==> src/rtl/fsm_decade_ctrl.sv <==
// Run controller for a DIGITS-wide BCD decade counter chain: start/target load, tick advance, pause, clear, done/ack.
// Optional FSM_CTRL_AUTORELOAD_EN: terminal count pulses done, restarts from zero and keeps running.
module fsm_decade_ctrl #(
    parameter int DIGITS = 2
) (
    input  logic                clk,
    input  logic                rst,
    input  logic                start,
    input  logic [4*DIGITS-1:0] target,
    input  logic                tick,
    input  logic                pause,
    input  logic                clear,
    input  logic                ack,
    output logic [4*DIGITS-1:0] cnt,
    output logic                busy,
    output logic                done,
    output logic                wrap,
    output logic                err
);
    localparam int W = 4 * DIGITS;

    typedef enum logic [1:0] {IDLE, RUN, PAUSE, DONE} state_t;

    state_t         state, state_nxt;
    logic [W-1:0]   tgt, tgt_nxt, cnt_nxt, inc;
    logic           busy_nxt, done_nxt, wrap_nxt, err_nxt;
    logic           tgt_ok, all_nine;
`ifdef FSM_CTRL_AUTORELOAD_EN
    logic           term;
`endif

    // Ripple BCD increment: a digit advances only when every lower digit rolled 9->0.
    function automatic logic [W-1:0] bcd_inc(input logic [W-1:0] v);
        logic [W-1:0] r;
        logic         carry;
        r     = v;
        carry = 1'b1;
        for (int k = 0; k < DIGITS; k++) begin
            if (carry) begin
                if (v[4*k +: 4] == 4'd9) begin
                    r[4*k +: 4] = 4'd0;
                end else begin
                    r[4*k +: 4] = v[4*k +: 4] + 4'd1;
                    carry       = 1'b0;
                end
            end
        end
        return r;
    endfunction

    assign inc = bcd_inc(cnt);

    always_comb begin
        tgt_ok   = 1'b1;
        all_nine = 1'b1;
        for (int k = 0; k < DIGITS; k++) begin
            if (target[4*k +: 4] > 4'd9) tgt_ok = 1'b0;
            if (cnt[4*k +: 4] != 4'd9)   all_nine = 1'b0;
        end
    end

    always_comb begin
        state_nxt = state;
        cnt_nxt   = cnt;
        tgt_nxt   = tgt;
        wrap_nxt  = 1'b0;
        err_nxt   = 1'b0;
`ifdef FSM_CTRL_AUTORELOAD_EN
        term      = 1'b0;
`endif
        if (clear) begin
            state_nxt = IDLE;
            cnt_nxt   = '0;
        end else begin
            case (state)
                IDLE: begin
                    if (start) begin
                        if (tgt_ok) begin
                            tgt_nxt   = target;
                            cnt_nxt   = '0;
                            state_nxt = RUN;
                        end else begin
                            err_nxt = 1'b1;
                        end
                    end
                end
                RUN: begin
                    if (pause) begin
                        state_nxt = PAUSE;
                    end else if (tick) begin
                        cnt_nxt  = inc;
                        wrap_nxt = all_nine;
                        // target 0 matches after the full-scale roll, giving 10^DIGITS ticks
                        if (inc == tgt) begin
`ifdef FSM_CTRL_AUTORELOAD_EN
                            cnt_nxt = '0;
                            term    = 1'b1;
`else
                            state_nxt = DONE;
`endif
                        end
                    end
                end
                PAUSE: begin
                    if (!pause) state_nxt = RUN;
                end
                DONE: begin
                    if (ack) state_nxt = IDLE;
                end
                default: state_nxt = IDLE;
            endcase
        end
        busy_nxt = (state_nxt == RUN) || (state_nxt == PAUSE);
`ifdef FSM_CTRL_AUTORELOAD_EN
        done_nxt = term;
`else
        done_nxt = (state_nxt == DONE);
`endif
    end

    always_ff @(posedge clk or negedge rst) begin
        if (!rst) begin
            state <= IDLE;
            tgt   <= '0;
            cnt   <= '0;
            busy  <= 1'b0;
            done  <= 1'b0;
            wrap  <= 1'b0;
            err   <= 1'b0;
        end else begin
            state <= state_nxt;
            tgt   <= tgt_nxt;
            cnt   <= cnt_nxt;
            busy  <= busy_nxt;
            done  <= done_nxt;
            wrap  <= wrap_nxt;
            err   <= err_nxt;
        end
    end
endmodule

==> config.mk <==
export PLATFORM = sky130hd
export DESIGN_NAME = fsm_decade_ctrl
export DESIGN_NICKNAME = d
export VERILOG_FILES = /design/src/rtl/fsm_decade_ctrl.sv
export SDC_FILE = /design/constraint.sdc
export NUM_CORES = 1
export LEC_CHECK = 0
export BUFFER_PORTS_ARGS = -buffer_cell sky130_fd_sc_hd__buf_4
export CAP_MARGIN = 20
export CORE_UTILIZATION = 40
export CTS_CLUSTER_DIAMETER = 120
export CTS_CLUSTER_SIZE = 8
export DETAILED_ROUTE_END_ITERATION = 8
export PLACE_DENSITY = 0.66
export SETUP_SLACK_MARGIN = 0.3
export SYNTH_ARGS = -nofsm -noshare
export SYNTH_HDL_FRONTEND = slang
export SYNTH_SLANG_ARGS = --single-unit
==> constraint.sdc <==
create_clock -name clk -period 2.4 [get_ports clk]
set_clock_uncertainty 0.05 [all_clocks]
set_input_delay 0.48 -clock clk [delete_from_list [all_inputs] [get_ports clk]]
set_output_delay 0.48 -clock clk [all_outputs]
set_load 0.005 [all_outputs]
==> results.ini, run 1 <==
[global_routing]
top_usage_layer = met2
antenna_found_initial = 0
grt_util_met1 = 0.260
grt.met3_usage = 0.0197
grt_max_degree = 23
grt_first_pass_wirelength_um = 4970
globalRouteMet2Util = 0.308
overflow = 0
grt_pass1_vias = 1081
grt_usage = 0.185

[critical_path]
worstSetupStartpointType = register
worstPathRequired_ps = 2550
critPathMaxFanout = 4
critPathSlowestCell = dfrtp_2
critPathKind = register to register
cp_slowest_stage_delay_ps = 440
worstSetupEndpointType = register
critPathLaunch = cnt[4]$_DFFE_PN0P_
reg2reg_from = cnt[4]$_DFFE_PN0P_
cp.arrival_ps = 2220
path_cells = ha_4 > and3b_2 > o41ai_2 > o21ai_1 > nand4b_1 > o32ai_2 > ha_1

[logic_synthesis]
synthDistinctLibCells = 38
synth_xor_xnor_area_share = 0.0403
synth_nets = 150
ys_seq_area_frac = 0.422
yosys.area_share.adder = 0.0288
yosys_warnings = 0
yosys_most_used_dff = dfrtp_1
synth_top_family_by_area = compound AO/OA/AOI/OAI gates
synth-edff-count = 0
ys_async_sr_fraction = 1.00
syn_inst = 132
synthMuxAreaShare = 0.0690
postSynthAreaPerCell_sq_um = 9.89
synth_area_sq_um = 1310
synthSimpleGateAreaFrac = 0.174
synth_compound_area_frac = 0.230
synth_seq_cells = 22

[die]
ios = 27
rows = 20
initial_core_util = 0.424
die_h_um = 59.1
core_area_sq_um = 3080
die-area_sq_um = 3500
die_x_um = 59.1

[timing]
rsz0062_at_grt = yes
tightest_slew_ps = 687
maxSlewHeadroom = 0.542
tns_ps = 0
report.final.slew_viol_count = 0
setup_violations = 0
min_period_ps = 2070
period_share = 0.861
max_freq_mhz = 484
finalHoldViolCount = 0

[clocking]
tritoncts = yes
cts_made_buffers = 3
htreeDepth = 1
clk_latency_ps = 300
clock-sinks = 22
clkTransAtPathRegs_ps = 130
clockBufferDepth = 2
clockRootBuffer = clkbuf_4

[layout]
fin_area_sq_um = 1710
multi_input_area_sq_um = 734
antenna_cells = 0
nets = 191
ff_latch_area_sq_um = 554
final_cells = 216
area_growth_pct = 31.1
layout-drive-gt1-share = 0.360
fillers = 260

[place]
io_buffer_count = 26
gp_congestion = 0.895
place_hpwl_um = 2070
placed_area_sq_um = 1560
dp_cells = 202

[pwr]
worst_ir_drop_vdd_uv = 381
powerDensity_nw_per_um2 = 532
p_leak_nw = 0.774

[routing]
viasPerCell = 5.37
totalWireLength_um = 2930
drt-pass1-iter-count = 4
wl_per_cell_um = 13.6
drc = 0
vias = 1159
postRouteAntennaNets = 0
drt_iter0_drc = 43

[min_path]
hp-start = clear
hold_path_class = input pin to register

[outcome]
status = finished clean

[run]
max-cap-violations = 0

-- cell families after synthesis --
| logic type | Yosys count |
|---|---|
| muxes | 8 |
| AOI/OAI and AO/OA | 44 |
| and+or+nand+nor | 41 |
| adders and majority gates | 3 |
| DFF | 22 |
| buffers and inverters | 8 |
| xor gates and xnor gates | 6 |
-- cell type report --
cell class,instances,share of cell area
tap,44,0.0322
clock inverter,1,0.0176
inverter,5,0.0110
clock buffer,3,0.0132
sequential,22,0.324
timing repair buffer,39,0.173
multi-input combinational,102,0.429
-- routing by layer --
layer,share of wire,vias to the layer above
met5,0,-
met4,0.0058,0
met3,0.055,2
met2,0.47,39
met1,0.47,545
li1,-,573
-- worst max-delay path: cells and delay by family (launching register included) --
kind            cells  cell delay (ps)
flops               1              440
simple gates        2              420
compound gates      3              590
fa+ha+maj           2              460
-- layout by cell type, fill, tap and decap left out, types with 5 or more instances in the layout --
| cell type | count |
|---|---|
| buf_4 | 38 |
| dfrtp_1 | 19 |
| nand2_1 | 7 |
| o21ai_0 | 9 |
| a21oi_1 | 9 |
| nor2_1 | 10 |
| mux2_2 | 8 |
| o31ai_1 | 7 |
| inv_1 | 5 |
-- synthesized netlist by cell type (3+ instances only) --
cell	count	area share
dfrtp_1	22	0.42
o21ai_0	12	0.046
nor2_1	10	0.029
a21oi_1	9	0.035
mux2_2	8	0.069
nand2_1	7	0.020
o31ai_1	7	0.040
inv_1	5	0.014
nand3_1	5	0.019
xnor2_1	4	0.027
a21o_1	3	0.017
ha_1	3	0.029
nor2b_1	3	0.014
-- path summary, 6_finish.rpt --
check,endpoint,slack (ps),depth (start not counted)
worst max register to register,busy$_DFF_PN0_,330,7
worst min register to register,tgt[2]$_DFFE_PN0P_,500,1
min in group asynchronous,cnt[1]$_DFFE_PN0P_,530,2
max in group asynchronous,cnt[4]$_DFFE_PN0P_,1510,2
worst max-delay path,busy$_DFF_PN0_,330,7
worst min-delay path,err$_DFF_PN0_,330,2
-- per-stage QoR --
| stage | total power, mW | util | hold slack [ps] | worst slack [ps] |
|---|---|---|---|---|
| floorplan | 0.566 | - | 134 | 321 |
| global placement | 0.624 | 0.507 | 335 | 225 |
| detailed placement | 0.630 | 0.507 | 339 | 183 |
| CTS | 0.919 | 0.546 | 319 | 301 |
| global route | 0.955 | 0.556 | 330 | 254 |
| finish | 0.910 | 0.556 | 332 | 334 |
-- registers in the layout, summed over array words and instances (netlist names) --
signal / count
err: 1
done: 1
state: 2
tgt: 8
cnt: 8
wrap: 1
busy: 1
-- repair_timing --
action                                 in CTS  in global routing
endpoints found under the hold margin      22                  0
setup endpoints to repair                   2                  1
buffers inserted                            6                  3
resized for setup                           3                  6
pin swaps                                   3                  5
hold buffers                                1                  0
-- where the power goes --
group	switching (mW)	leakage [nW]	internal [mW]
clock network	0.115	0.0279	0.169
registers	0.0430	0.284	0.414
logic	0.0737	0.462	0.0951
total	0.232	0.774	0.678
(Power assumes the default switching activity.)
==> run 2, diff against run 1 <==
--- a/config.mk
+++ b/config.mk
@@ -11,7 +11,6 @@
 export CTS_CLUSTER_DIAMETER = 120
 export CTS_CLUSTER_SIZE = 8
 export DETAILED_ROUTE_END_ITERATION = 8
-export PLACE_DENSITY = 0.66
 export SETUP_SLACK_MARGIN = 0.3
 export SYNTH_ARGS = -nofsm -noshare
 export SYNTH_HDL_FRONTEND = slang
==> run 2 against run 1 <==
Register-to-register slack about the same. Power down 8.9%. Sequential power about the same. Clock power down 37%. Fmax up 0.37%. Die area unchanged. Critical path type unchanged. Non-clock buffer count up 2. Critical path depth unchanged. Sequential share of layout area down 0.56 points. Wire length up 4.4%. Worst hold slack worse by 16 ps. Worst setup slack better by 7.5 ps.
==> results.ini, run 2 (same netlist as run 1, synthesis figures left out) <==
[global_routing]
grt_max_degree = 23  ; unchanged
grt_usage = 0.186  ; +0.00114
globalRouteMet2Util = 0.289  ; -0.0195
grt_pass1_vias = 1047  ; -3.1%
overflow = 0  ; unchanged
top_usage_layer = met2
grt_first_pass_wirelength_um = 4840  ; -2.7%
grt.met3_usage = 0.0218  ; +0.00218
grt_util_met1 = 0.263  ; +0.00307
antenna_found_initial = 0  ; unchanged

[layout]
nets = 193  ; +1.0%
layout-drive-gt1-share = 0.379  ; +0.0188
layout_commonest_cell = buf_4
area_growth_pct = 33.4
final_cell_mix = 38 x buf_4, 19 x dfrtp_1, 10 x nor2_1
antenna_cells = 0  ; unchanged
ff_latch_area_sq_um = 554  ; unchanged
fin_area_sq_um = 1740  ; +1.8%
finish.utilization = 0.565  ; +0.00976
fillers = 286  ; +10%
top_regs = cnt x8, tgt x8, state x2
multi_input_area_sq_um = 768  ; +4.6%

[die]
rows = 20  ; unchanged
initial_core_util = 0.424  ; unchanged
core_area_sq_um = 3080  ; unchanged
die_x_um = 59.1  ; unchanged
die_h_um = 59.1  ; unchanged
ios = 27  ; unchanged
die-area_sq_um = 3500  ; unchanged

[routing]
postRouteAntennaNets = 0  ; unchanged
totalWireLength_um = 3060  ; +4.4%
drt-pass1-iter-count = 4  ; unchanged
viasPerCell = 5.46  ; +1.7%
drc = 0  ; unchanged
vias = 1190  ; +2.7%
wl_per_cell_um = 14.0  ; +3.4%
drt_iter0_drc = 37  ; -14%

[timing]
tns_ps = 0  ; unchanged
tightest_slew_ps = 641  ; -45.6 ps
max_freq_mhz = 486  ; +0.37%
layout_setup_ws_ps = 342  ; +7.53 ps
min_period_ps = 2060  ; -7.53 ps
setup_violations = 0  ; unchanged
rsz0062_at_grt = yes
period_share = 0.858  ; -0.00314
finalHoldViolCount = 0  ; unchanged
maxSlewHeadroom = 0.572  ; +0.0304
report.final.slew_viol_count = 0  ; unchanged

[pwr]
p_sw_frac = 0.290  ; +0.0355
p_int_mw = 0.588  ; -13%
clock_power_share = 0.217  ; -0.095
p_sw_mw = 0.241  ; +3.8%
powerDensity_nw_per_um2 = 476  ; -10%
p_comb_frac = 0.228  ; +0.042
worst_ir_drop_vdd_uv = 298  ; -22%
p_leak_nw = 0.789  ; +1.9%
pwr-share-seq = 0.555  ; +0.052

[clocking]
clock-sinks = 22  ; unchanged
clkTransAtPathRegs_ps = 130  ; about the same
clockBufferDepth = 2  ; unchanged
htreeDepth = 1  ; unchanged
cts_made_buffers = 3  ; unchanged
clk_latency_ps = 310  ; about the same
tritoncts = yes
clockRootBuffer = clkbuf_4

[critical_path]
cp_slowest_stage_delay_ps = 410  ; -30 ps
worstSetupEndpointType = register
cp.arrival_ps = 2210  ; about the same
worstSetupStartpointType = register
worstPathRequired_ps = 2550  ; about the same
critPathKind = register to register
worst-path-buf-inv = 1  ; +1
critPathTopFamily = simple AND/OR/NAND/NOR gates
critPathMaxFanout = 6  ; +2
path_cells = buf_4 > xor2_1 > or2_2 > o221ai_2 > nand4b_1 > o32ai_2 > ha_1
critPathSlowestCell = dfrtp_1

[place]
gp_congestion = 0.805  ; -10%
pre_cts_ws_ps = 242  ; +59.3 ps
placed_area_sq_um = 1570  ; +0.48%
place_hpwl_um = 2150  ; +3.8%
io_buffer_count = 26  ; unchanged

[run]
max-cap-violations = 0  ; unchanged

[outcome]
status = finished clean

[min_path]
hold_path_class = input pin to register

## run 2: area by class of cell
cell class                 instances  share of cell area
inverter                           5              0.0108
timing repair buffer              41               0.183
multi-input combinational        102               0.441
sequential                        22               0.318
tap                               44              0.0316
clock buffer                       4              0.0151
## run 2: worst paths after layout
check	startpoint	end	slack (ps)	depth (start not counted)
setup / recovery	cnt[5]$_DFFE_PN0P_	busy$_DFF_PN0_	340	7
hold / removal	clear	err$_DFF_PN0_	320	2
setup reg to reg	cnt[5]$_DFFE_PN0P_	busy$_DFF_PN0_	340	7
hold reg to reg	cnt[3]$_DFFE_PN0P_	cnt[3]$_DFFE_PN0P_	500	1
max in group asynchronous	rst	cnt[3]$_DFFE_PN0P_	1500	2
min in group asynchronous	rst	cnt[7]$_DFFE_PN0P_	530	2
## run 2: repair_timing
| action | CTS | global route |
|---|---|---|
| hold endpoints to repair | 22 | 0 |
| pin swaps | 4 | 7 |
| hold buffers | 1 | 0 |
| setup buffers | 3 | 7 |
| resized for setup | 5 | 12 |
| endpoints found under the setup margin | 1 | 2 |
## run 2: per-layer routing
layer  wire [um]  vias up
met4          19        0
met3         151        2
met2        1440       46
met5           0        -
met1        1440      560
li1            -      582
## run 2: power groups by stage
stage	logic [mW]	clock network (mW)	registers (mW)
3_5_place_dp	0.167	0	0.463
6_report	0.189	0.179	0.460
5_1_grt	0.209	0.203	0.466
2_1_floorplan	0.115	0	0.451
4_1_cts	0.172	0.191	0.455
3_3_place_gp	0.163	0	0.463
## run 2: metrics by stage
| stage | power (mW) | hold slack (ps) | instances |
|---|---|---|---|
| floorplan | 0.566 | 134 | 132 |
| global placement | 0.625 | 342 | 203 |
| detailed placement | 0.630 | 340 | 203 |
| CTS | 0.819 | 297 | 211 |
| global route | 0.879 | 302 | 218 |
| finish | 0.829 | 315 | 218 |
==> run 3, diff against run 2 <==
--- a/config.mk
+++ b/config.mk
@@ -11,7 +11,9 @@
 export CTS_CLUSTER_DIAMETER = 120
 export CTS_CLUSTER_SIZE = 8
 export DETAILED_ROUTE_END_ITERATION = 8
+export RECOVER_POWER = 100
 export SETUP_SLACK_MARGIN = 0.3
+export SLEW_MARGIN = 20
 export SYNTH_ARGS = -nofsm -noshare
 export SYNTH_HDL_FRONTEND = slang
 export SYNTH_SLANG_ARGS = --single-unit
==> run 3 against run 2 <==
Global-route usage is the same. Clock-buffer cell count is the same. Die area is the same. Critical path depth is the same. Via count shrank 1.6%. Sequential power is essentially flat. Wire length shrank 0.65%. Sequential cell count is the same. Final cell count is the same. Fmax shrank 2.7%. Highest routed layer unchanged.
==> results.ini, run 3 (same netlist as run 1, synthesis figures left out) <==
[outcome]
status = finished clean

[critical_path]
worst-path-buf-inv = 1  ; unchanged
cp.arrival_ps = 2260  ; +50 ps
critPathMaxFanout = 6  ; unchanged
critPathTopFamily = simple AND/OR/NAND/NOR gates
worstSetupEndpointType = register
cp_slowest_stage_delay_ps = 440  ; +30 ps
worstSetupStartpointType = register
critPathKind = register to register
critPathSlowestCell = dfrtp_1
worstPathRequired_ps = 2550  ; about the same
path_cells = and4bb_1 > buf_4 > or2b_1 > o221ai_2 > nand4b_1 > o32ai_2 > ha_1

[clocking]
cts_made_buffers = 3  ; unchanged
htreeDepth = 1  ; unchanged
tritoncts = yes
clockRootBuffer = clkbuf_4
clock-sinks = 22  ; unchanged
clockBufferDepth = 2  ; unchanged
clkTransAtPathRegs_ps = 130  ; about the same
clk_latency_ps = 310  ; about the same

[routing]
vias = 1171  ; -1.6%
drt_iter0_drc = 36  ; -2.7%
drc = 0  ; unchanged
postRouteAntennaNets = 0  ; unchanged
totalWireLength_um = 3040  ; -0.65%
wl_per_cell_um = 13.9  ; -0.65%
drt-pass1-iter-count = 4  ; unchanged
viasPerCell = 5.37  ; -1.6%

[global_routing]
antenna_found_initial = 0  ; unchanged
grt_max_degree = 23  ; unchanged
grt_pass1_vias = 1047  ; unchanged
grt_first_pass_wirelength_um = 4840  ; unchanged
overflow = 0  ; unchanged
grt_usage = 0.186  ; unchanged

[layout]
layout-drive-gt1-share = 0.351  ; -0.0287
antenna_cells = 0  ; unchanged
fillers = 294  ; +2.8%
final_cell_mix = 26 x buf_4, 19 x dfrtp_1, 11 x clkbuf_4
top_regs = cnt x8, tgt x8, state x2
multi_input_area_sq_um = 764  ; -0.49%
layout_commonest_cell = buf_4
area_growth_pct = 31.9
nets = 193  ; unchanged
ff_latch_area_sq_um = 554  ; unchanged

[pwr]
powerDensity_nw_per_um2 = 480  ; +0.76%
p_sw_frac = 0.291  ; +0.000663
p_comb_frac = 0.226  ; -0.002
p_sw_mw = 0.240  ; -0.10%
finalPower_mw = 0.826  ; -0.33%
pwr-share-seq = 0.557  ; +0.002
p_leak_nw = 0.770  ; -2.3%
p_int_mw = 0.586  ; -0.42%
worst_ir_drop_vdd_uv = 302  ; +1.5%
clock_power_share = 0.217  ; about the same

[timing]
maxSlewHeadroom = 0.170  ; -0.403
report.final.slew_viol_count = 0  ; unchanged
period_share = 0.882  ; +0.0242
max_freq_mhz = 473  ; -2.7%
rsz0062_at_grt = yes
min_period_ps = 2120  ; +58.0 ps
tns_ps = 0  ; unchanged
tightest_slew_ps = 1250  ; +604 ps
setup_violations = 0  ; unchanged
finalHoldViolCount = 0  ; unchanged

[place]
io_buffer_count = 26  ; unchanged
gp_congestion = 0.805  ; unchanged
place_hpwl_um = 2150  ; unchanged

[run]
max-cap-violations = 0  ; unchanged

[die]
ios = 27  ; unchanged
die_x_um = 59.1  ; unchanged
core_area_sq_um = 3080  ; unchanged
die-area_sq_um = 3500  ; unchanged
die_h_um = 59.1  ; unchanged
rows = 20  ; unchanged
initial_core_util = 0.424  ; unchanged

[min_path]
hold_path_class = input pin to register

[run 3: cell count changes in the layout (fill, tap and decap cells not counted)]
cell	change
and4bb_1	+1
and4bb_4	-1
buf_4	-12
clkbuf_1	+4
clkbuf_4	+8
[run 3: repair_timing]
action | 4_1_cts | 5_1_grt
endpoints found under the hold margin | 22 | 0
buffers inserted | 3 | 7
pin swaps | 4 | 7
hold buffers | 1 | 0
gates resized for setup | 5 | 12
setup endpoints to repair | 1 | 2
[run 3: worst reg2reg max path, stage by stage (launching register included)]
cell,delay [ps]
dfrtp_1,440
and4bb_1,400
buf_4,160
or2b_1,230
o221ai_2,70
nand4b_1,140
o32ai_2,240
ha_1,270
[run 3: power by group through the flow]
stage | Sequential [mW] | Clock [mW] | Combinational [mW]
after floorplan | 0.451 | 0 | 0.115
after global placement | 0.463 | 0 | 0.163
after detailed placement | 0.463 | 0 | 0.167
after CTS | 0.455 | 0.191 | 0.172
after global routing | 0.466 | 0.203 | 0.207
final | 0.460 | 0.180 | 0.186
[run 3: cell type report]
| cell class | count | area share |
|---|---|---|
| inverters | 5 | 0.0109 |
| repair buffers | 41 | 0.176 |
| clock buffers | 4 | 0.0153 |
| multi-input cells | 102 | 0.444 |
| well taps | 44 | 0.0320 |
| flip-flops and latches | 22 | 0.322 |
[run 3: final timing paths]
kind | from | endpoint | slack, ps | cells after the start
setup / recovery | cnt[1]$_DFFE_PN0P_ | busy$_DFF_PN0_ | 280 | 7
setup reg to reg | cnt[1]$_DFFE_PN0P_ | busy$_DFF_PN0_ | 280 | 7
min in group asynchronous | rst | cnt[7]$_DFFE_PN0P_ | 890 | 2
hold / removal | clear | err$_DFF_PN0_ | 320 | 2
max in group asynchronous | rst | cnt[3]$_DFFE_PN0P_ | 580 | 2
hold reg to reg | cnt[3]$_DFFE_PN0P_ | cnt[3]$_DFFE_PN0P_ | 490 | 1
[run 3: layer usage]
metal / wire, um / track usage
met5: 0 / 0
met4: 19 / 0.0782
met3: 104 / 0.0218
met2: 1460 / 0.289
met1: 1460 / 0.263
[run 3: stage by stage]
stage / std cells / hold WS, ps / worst slack, ps / instance area, sq um / utilization
after floorplan: 132 / 134 / 321 / 1310 / -
after global placement: 203 / 342 / 287 / 1570 / 0.509
after detailed placement: 203 / 340 / 242 / 1570 / 0.509
final: 218 / 317 / 284 / 1720 / 0.559
after CTS: 211 / 297 / 302 / 1640 / 0.532
after global routing: 218 / 302 / 166 / 1720 / 0.559
